$ cat src/rtl/condicionador_botoes.sv
// condicionador_botoes: synchronizes, debounces and validates single-button presses.
// Define CONDICIONADOR_SYNC2_EN for a two-flop synchronizer (S=2); otherwise S=1.
module condicionador_botoes #(
    parameter int DEBOUNCE_CICLOS = 50000
) (
    input  logic       clock,
    input  logic       reset,
    input  logic       zera,
    input  logic       habilita,
    input  logic [6:0] botoes_brutos,
    output logic [6:0] botoes,
    output logic       jogada,
    output logic       invalido,
    output logic [2:0] db_codigo,
    output logic [1:0] db_estado
);

    localparam int CW = $clog2(DEBOUNCE_CICLOS);
    // The cycle that enters FILTRANDO/SOLTANDO already counts as the first stable one
    localparam logic [CW-1:0] CNT_FIM = CW'(DEBOUNCE_CICLOS - 2);
    localparam logic [CW-1:0] CNT_MAX = '1;

    typedef enum logic [1:0] {
        OCIOSO      = 2'd0,
        FILTRANDO   = 2'd1,
        PRESSIONADO = 2'd2,
        SOLTANDO    = 2'd3
    } estado_t;

    estado_t       estado_q, estado_d;
    logic [CW-1:0] cnt_q, cnt_d, cnt_inc;
    logic [6:0]    cand_q, cand_d;
    logic [6:0]    botoes_q, botoes_d;
    logic [2:0]    codigo_q, codigo_d;
    logic          jogada_q, jogada_d;
    logic          invalido_q, invalido_d;
    logic [6:0]    s;

`ifdef CONDICIONADOR_SYNC2_EN
    logic [6:0] meta_q, sync_q;

    always_ff @(posedge clock or posedge reset) begin
        if (reset) begin
            meta_q <= '0;
            sync_q <= '0;
        end else begin
            meta_q <= botoes_brutos;
            sync_q <= meta_q;
        end
    end
`else
    logic [6:0] sync_q;

    always_ff @(posedge clock or posedge reset) begin
        if (reset) begin
            sync_q <= '0;
        end else begin
            sync_q <= botoes_brutos;
        end
    end
`endif

    assign s = sync_q;

    function automatic logic [2:0] codifica(input logic [6:0] v);
        logic [2:0] c;
        c = '0;
        for (int i = 0; i < 7; i++) begin
            if (v[i]) c = 3'(i + 1);
        end
        return c;
    endfunction

    always_ff @(posedge clock or posedge reset) begin
        if (reset) begin
            estado_q   <= OCIOSO;
            cnt_q      <= '0;
            cand_q     <= '0;
            botoes_q   <= '0;
            codigo_q   <= '0;
            jogada_q   <= 1'b0;
            invalido_q <= 1'b0;
        end else begin
            estado_q   <= estado_d;
            cnt_q      <= cnt_d;
            cand_q     <= cand_d;
            botoes_q   <= botoes_d;
            codigo_q   <= codigo_d;
            jogada_q   <= jogada_d;
            invalido_q <= invalido_d;
        end
    end

    always_comb begin
        estado_d   = estado_q;
        cnt_d      = cnt_q;
        cand_d     = cand_q;
        botoes_d   = botoes_q;
        codigo_d   = codigo_q;
        jogada_d   = 1'b0;
        invalido_d = 1'b0;
        cnt_inc    = (cnt_q == CNT_MAX) ? cnt_q : cnt_q + CW'(1);
        if (zera) begin
            estado_d = OCIOSO;
            cnt_d    = '0;
            cand_d   = '0;
            botoes_d = '0;
            codigo_d = '0;
        end else begin
            unique case (estado_q)
                OCIOSO: begin
                    if (s != '0) begin
                        estado_d = FILTRANDO;
                        cand_d   = s;
                        cnt_d    = '0;
                    end
                end
                FILTRANDO: begin
                    if (s == '0) begin
                        estado_d = OCIOSO;
                        cnt_d    = '0;
                    end else if (s != cand_q) begin
                        cand_d = s;
                        cnt_d  = '0;
                    end else if (cnt_q == CNT_FIM) begin
                        cnt_d = '0;
                        if (!$onehot(cand_q)) begin
                            invalido_d = 1'b1;
                            estado_d   = SOLTANDO;
                        end else begin
                            estado_d = PRESSIONADO;
                            if (habilita) begin
                                botoes_d = cand_q;
                                codigo_d = codifica(cand_q);
                                jogada_d = 1'b1;
                            end
                        end
                    end else begin
                        cnt_d = cnt_inc;
                    end
                end
                PRESSIONADO: begin
                    if (s == '0) begin
                        estado_d = SOLTANDO;
                        cnt_d    = '0;
                    end
                end
                SOLTANDO: begin
                    if (s != '0) begin
                        cnt_d = '0;
                    end else if (cnt_q == CNT_FIM) begin
                        estado_d = OCIOSO;
                        cnt_d    = '0;
                    end else begin
                        cnt_d = cnt_inc;
                    end
                end
                default: estado_d = OCIOSO;
            endcase
        end
    end

    assign botoes    = botoes_q;
    assign jogada    = jogada_q;
    assign invalido  = invalido_q;
    assign db_codigo = codigo_q;
    assign db_estado = estado_q;

endmodule
$ cat config.mk
export PLATFORM = sky130hd
export DESIGN_NAME = condicionador_botoes
export DESIGN_NICKNAME = d
export VERILOG_FILES = /design/src/rtl/condicionador_botoes.sv
export SDC_FILE = /design/constraint.sdc
export NUM_CORES = 1
export LEC_CHECK = 0
export BUFFER_PORTS_ARGS = -buffer_cell sky130_fd_sc_hd__buf_2
export CAP_MARGIN = 20
export CORE_ASPECT_RATIO = 1.4
export CORE_MARGIN = 2
export CORE_UTILIZATION = 59
export DETAILED_ROUTE_END_ITERATION = 12
export GPL_ROUTABILITY_DRIVEN = 0
export PLACE_DENSITY = 0.91
export SLEW_MARGIN = 20
export SYNTH_ARGS = -nofsm -noshare
export SYNTH_HDL_FRONTEND = slang
export SYNTH_SLANG_ARGS = --single-unit
$ cat constraint.sdc
create_clock -name clock -period 4.4 [get_ports clock]
set_input_delay 0.44 -clock clock [delete_from_list [all_inputs] [get_ports clock]]
set_output_delay 0.44 -clock clock [all_outputs]
set_load 0.05 [all_outputs]
Word-level counts from Yosys, hierarchy flattened
Index checks and enable logic that the tools add are counted.
{"block": "op_classes", "eq_ne": 17, "n_mux": 58, "addsub": 7, "reduce_logical": 12}
{"op": "$mux W16", "count": 8}
{"op": "$mux W7", "count": 11}
{"op": "$pmux W16 S4", "count": 1}
{"op": "$mux W3", "count": 13}
{"op": "$eq A16 B16 Y1 const B", "count": 2}
{"op": "$ne A3 B3 Y1 const B", "count": 6}
{"op": "$add A16 B1 Y16 const B", "count": 1}
{"op": "$mux W2", "count": 8}
{"op": "$mux W1", "count": 15}
{"op": "$pmux W7 S2", "count": 1}
{"op": "$reduce_and A6 Y1", "count": 2}
{"op": "$ne A4 B4 Y1 const B", "count": 2}
{"op": "$pmux W2 S4", "count": 1}
{"op": "$reduce_bool A2 Y1", "count": 4}
{"op": "$logic_not A7 Y1", "count": 1}
{"op": "$ne A7 B7 Y1", "count": 1}
{"op": "$reduce_bool A7 Y1", "count": 1}
{"op": "$add A1 B1 Y2", "count": 3}
{"op": "$eq A2 B2 Y1 const B", "count": 2}
{"op": "$ne A2 B2 Y1 const B", "count": 2}
{"op": "$reduce_and A4 Y1", "count": 1}
{"op": "$add A2 B1 Y3", "count": 1}
{"op": "$add A2 B2 Y3", "count": 1}
{"op": "$add A3 B3 Y3", "count": 1}
{"op": "other kinds (5)", "count": 5}
{"block": "totals", "elab_cells": 102, "input_bits": 11, "reg_bits": 44}

Logic depth before layout (Yosys ltp)
{"block": "logic_depth", "depth_word": 14, "ltp_mapped": 11, "depth_no_buf": 10}

Worst setup path before layout
Ideal clock, no wire load.
{"block": "synth_path", "path_kind": "register to register", "start": "register cand_q[0]", "end": "register botoes_q[2] (netlist: botoes[2])", "t_required_ns": 4.279, "t_arrival_ns": 3.241, "stages_incl_launch_ff": 11, "setup_time_ns": 0.121, "slack_ns": 1.038, "path_buffers": 0, "path_cell_list": "dfrtp_1 -> inv_1 -> fa_1 -> fa_1 -> inv_1 -> fa_1 -> fa_1 -> nor3b_1 -> and2_1 -> a41oi_4 -> a22o_2"}
{"block": "synth_between", "elab_chain_cells": 6, "word_cells_on_any_way": 8}
{"item": "start, declared", "line_no": "32", "source": "logic [6:0] cand_q, cand_d;"}
{"item": "start signal, assigned", "line_no": "86", "source": "cand_q <= cand_d;"}
{"item": "$add A1 B1 Y2 (not written as such)", "line_no": "127", "source": "if (!$onehot(cand_q)) begin"}
{"item": "$add A2 B2 Y3 (not written as such)", "line_no": "127"}
{"item": "$add A3 B3 Y3 (not written as such)", "line_no": "127"}
{"item": "$eq A3 B1 Y1", "line_no": "127"}
{"item": "$reduce_bool A2 Y1 (no line)"}
{"item": "$reduce_and A6 Y1 (no line) *"}
{"item": "end signal, assigned", "line_no": "87", "source": "botoes_q <= botoes_d;"}
{"item": "end, declared", "line_no": "33", "source": "logic [6:0] botoes_q, botoes_d;"}
Every way passes the cells marked *; elsewhere a longest branch is shown, timed or not.
A chain may end at the register's enable or synchronous reset.

Worst setup path in the final report
{"block": "layout_path", "start": "register cand_q[0]", "end": "register botoes_q[5] (netlist: botoes[5])"}
The elaborated chain is that of the path after synthesis.

==> flow_summary.yaml <==
yosys:
  synth_mux_area_share_pct: 2.89
  post_synth_xor_area_fraction_pct: 2.44
  yosysWarningCount: 0
  synth.yosys.seq_area_share_pct: 43.8
  portion_of_synthesized_cell_area_occupied_by_the_leading_cell_type_pct: 43.8
  yosysUniqueCellTypes: 53
  synthesized_area_fraction_occupied_by_ao_oa_aoi_and_oai_cells_pct: 19.5
  synth_top_family_by_area: "simple AND/OR/NAND/NOR gates"
  synthesis.nets: 267
  synth_top_flop_cell: "dfrtp_1"
  yosys.area_share.adder_pct: 4.68
  synth_enable_flop_cells: 0
  netlist_area_um2: 2510
  postSynthRegisterBits: 44
  asyncSetResetFlopFracSynth_pct: 100
  synth.area.top_cells: "dfrtp_1 (44%), a22o_2 (3.6%), nand3_1 (3.6%), fa_1 (3.2%), a31oi_1 (3.0%)"
  synth.largest_area_cell: "dfrtp_1"
  synth_area_per_cell_um2: 10.1
  postSynthCellCount: 249
  simple_gate_area_share_of_the_yosys_netlist_pct: 21.7
global_routing:
  overall_routing_resource_usage_pct: 27.1
  grt_max_degree: 45
  grt_remaining_overflow: 0
  number_of_antenna_violations_at_the_first_check_in_global_routing: 0
  first_global_vias: 2151
  grt_first_pass_wirelength_mm: 9.83
critical_path:
  critical_path.most_common_cell: "fa_1"
  critical_path_arrival_ns: 3.96
  crit_path_cell_trace: "inv_1 > fa_1 > fa_1 > inv_1 > fa_1 > fa_1 > nor3b_1 > and2_1 > and4_1 > a22o_2"
  cp_data_required_time_ns: 4.66
  timing.critical_path.buf_inv: 2
  path_delay_family: "adder cells"
  worstPathMaxFanout: 10
  end_kind: "flip-flop"
  critical_path.slowest_cell: "fa_1"
  worst-setup-path-type: "flip-flop to flip-flop"
  critPathLaunchType: "flip-flop"
  max_stage_delay_ns: 0.53
final_layout:
  num-nets-final: 292
  post-route-util_pct: 66.5
  ratio_of_cells_with_drive_above_1_in_the_final_layout_pct: 22.9
  flow.area_growth_from_synthesis_pct: 10.5
  num_antenna_cells: 0
power_and_ir_drop:
  power.combinational.fraction_pct: 9.1
  internal_power_uw: 609
  netSwitchingPower_uw: 210
  p_clk_share_pct: 39.3
  power.share.switching_pct: 25.7
  power_per_cell_area_nw_per_um2: 295
  seq_power_share_pct: 51.6
  leakage_nw: 1.15
  maximum_vdd_ir_drop_mv: 0.160
placed_design:
  place.port_buffers: 24
  place.detailed.hpwl_mm: 4.13
sta:
  min_period_over_period_pct: 84.1
  worst_slew_margin_rel_pct: 41.6
  drv_slew: 0
  post_route_skew_ns: 0.0114
  fin_setup_tns_ns: 0
  unrepaired_setup_endpoints_after_global_routing: "false"
  setup_viol_count_final: 0
  fmaxAchievable_mhz: 270
  finalHoldViolations: 0
  final.min_clock_period_ns: 3.70
  tightestPinTransition_ns: 0.871
drt:
  route.detailed.wl_per_inst_um: 18.0
  post_drt_via_cell_ratio: 6.74
  route.final.wire_length_mm: 5.74
  drc: 0
  firstDrtPassIters: 4
  dr.first_iter.drc_count: 228
  vias: 2158
  postRouteAntennaNets: 0
cts:
  root_buffer: "clkbuf_8"
  cts-buffers-inserted: 5
  cts.repair_timing.setup_buffer_count: 0
  cts_num_sinks: 44
  cts-root-to-sink-buffers: 2
  cts-hold-fix-buffers: 0
  h-tree-depth: 2
  cts.repair.resized: 0
  worst_skew_pair.late_latency_ns: 0.31
  clock_pin_slew_worst_setup_and_hold_paths_ns: 0.09
  tritoncts: "built"
floorplan:
  die_area_um2: 4800
  floorplan.rows: 28
  top_level_ports: 25
  die_w_um: 59.1
  design.core.area_um2: 4170
  initial_utilization_pct: 60.2
  fp.dieH_um: 81.2
flow_run:
  max-cap-violations: 0
run_status:
  status: "completed"
min_path:
  hold_class: "primary input to async pin"
cell type report:
cell class | instances | area, µm²
fillers | 317 | 1400
multi-input cells | 179 | 1290
flip-flops and latches | 44 | 1100
repair buffers | 28 | 150
clock buffers | 5 | 68.8
inverters | 16 | 60.1
well taps | 45 | 56.3
clock inverters | 3 | 46.3
power groups by stage:
stage | Sequential, mW | Clock [mW] | Combinational (mW)
finish | 0.423 | 0.322 | 0.0742
global route | 0.424 | 0.340 | 0.0831
CTS | 0.422 | 0.325 | 0.0744
detailed placement | 0.430 | 0 | 0.0744
global placement | 0.430 | 0 | 0.0705
floorplan | 0.428 | 0 | 0.0532
cell usage after synthesis, types with 6 or more instances:
cell and count:
a21oi_1 14, a22o_2 9, a31oi_1 12, clkbuf_1 6, dfrtp_1 44, inv_1 15
nand2_1 19, nand3_1 18, nand4_1 6, nor2_1 8, nor3_1 9, o211ai_1 7
o21ai_0 7, xnor2_1 7
routing by layer:
layer  track usage, %  share of wire [%]
met5                0                  0
met1             30.3                 36
met2             46.6                 55
met3             5.10                4.5
met4             16.8                4.7
cell usage in the layout (no fill, tap or decap), types with 2 or more instances in the layout:
cell type / instances
buf_4: 3
a41oi_1: 5
nand3_1: 18
or4_1: 2
nand2_1: 19
o21ai_0: 7
clkbuf_8: 5
inv_1: 14
a22o_2: 9
nand4_1: 6
or3_1: 2
nor2b_1: 2
buf_2: 24
nor3_1: 9
a31oi_1: 12
nor2_1: 8
or2_2: 3
and2_1: 3
xnor2_1: 7
nor4_1: 2
o211ai_1: 7
a21oi_1: 14
nand3b_1: 2
o31ai_1: 2
dfrtp_1: 44
clkinv_1: 2
nand4b_1: 2
and4_1: 2
o311ai_0: 2
fa_1: 4
mux2i_1: 5
mux2_2: 2
ha_1: 3
stage by stage:
step	instance area (µm²)	std cells	setup slack (ns)	hold WS [ns]	power, mW
floorplan	2510	249	1.04	0.471	0.481
global placement	2650	311	0.842	0.487	0.500
detailed placement	2650	311	0.709	0.495	0.505
CTS	2770	319	0.695	0.231	0.822
global route	2770	320	0.543	0.219	0.847
finish	2770	320	0.700	0.228	0.819
worst paths after layout:
check	start	end	slack [ns]	cells past startpoint
min	reset	s[5]	0.23	3
max	cand_q[0]	botoes[5]	0.70	10
max in group asynchronous	reset	botoes[2]	3.77	3
min reg2reg	botoes[6]	botoes[6]	0.51	1
max reg2reg	cand_q[0]	botoes[5]	0.70	10
min in group clock	botoes_brutos[5]	s[5]	0.23	1
registers in the layout (all words and copies together) (netlist names):
name	flops
cnt_q	16
jogada	1
cand_q	7
s	7
invalido	1
botoes	7
db_codigo	3
db_estado	2
cells by family after synthesis:
logic type	after synthesis
XOR/XNOR	7
multiplexers	7
AND/OR/NAND/NOR	92
flip-flops	44
adder cells (fa/ha/maj)	7
buffers and inverters	26
AO/OA/AOI/OAI	66
worst min-delay path, stage by stage:
cell      delay (ns)
buf_2           0.10
clkinv_1        0.03
buf_4           0.43
(Power assumes the default switching activity.)
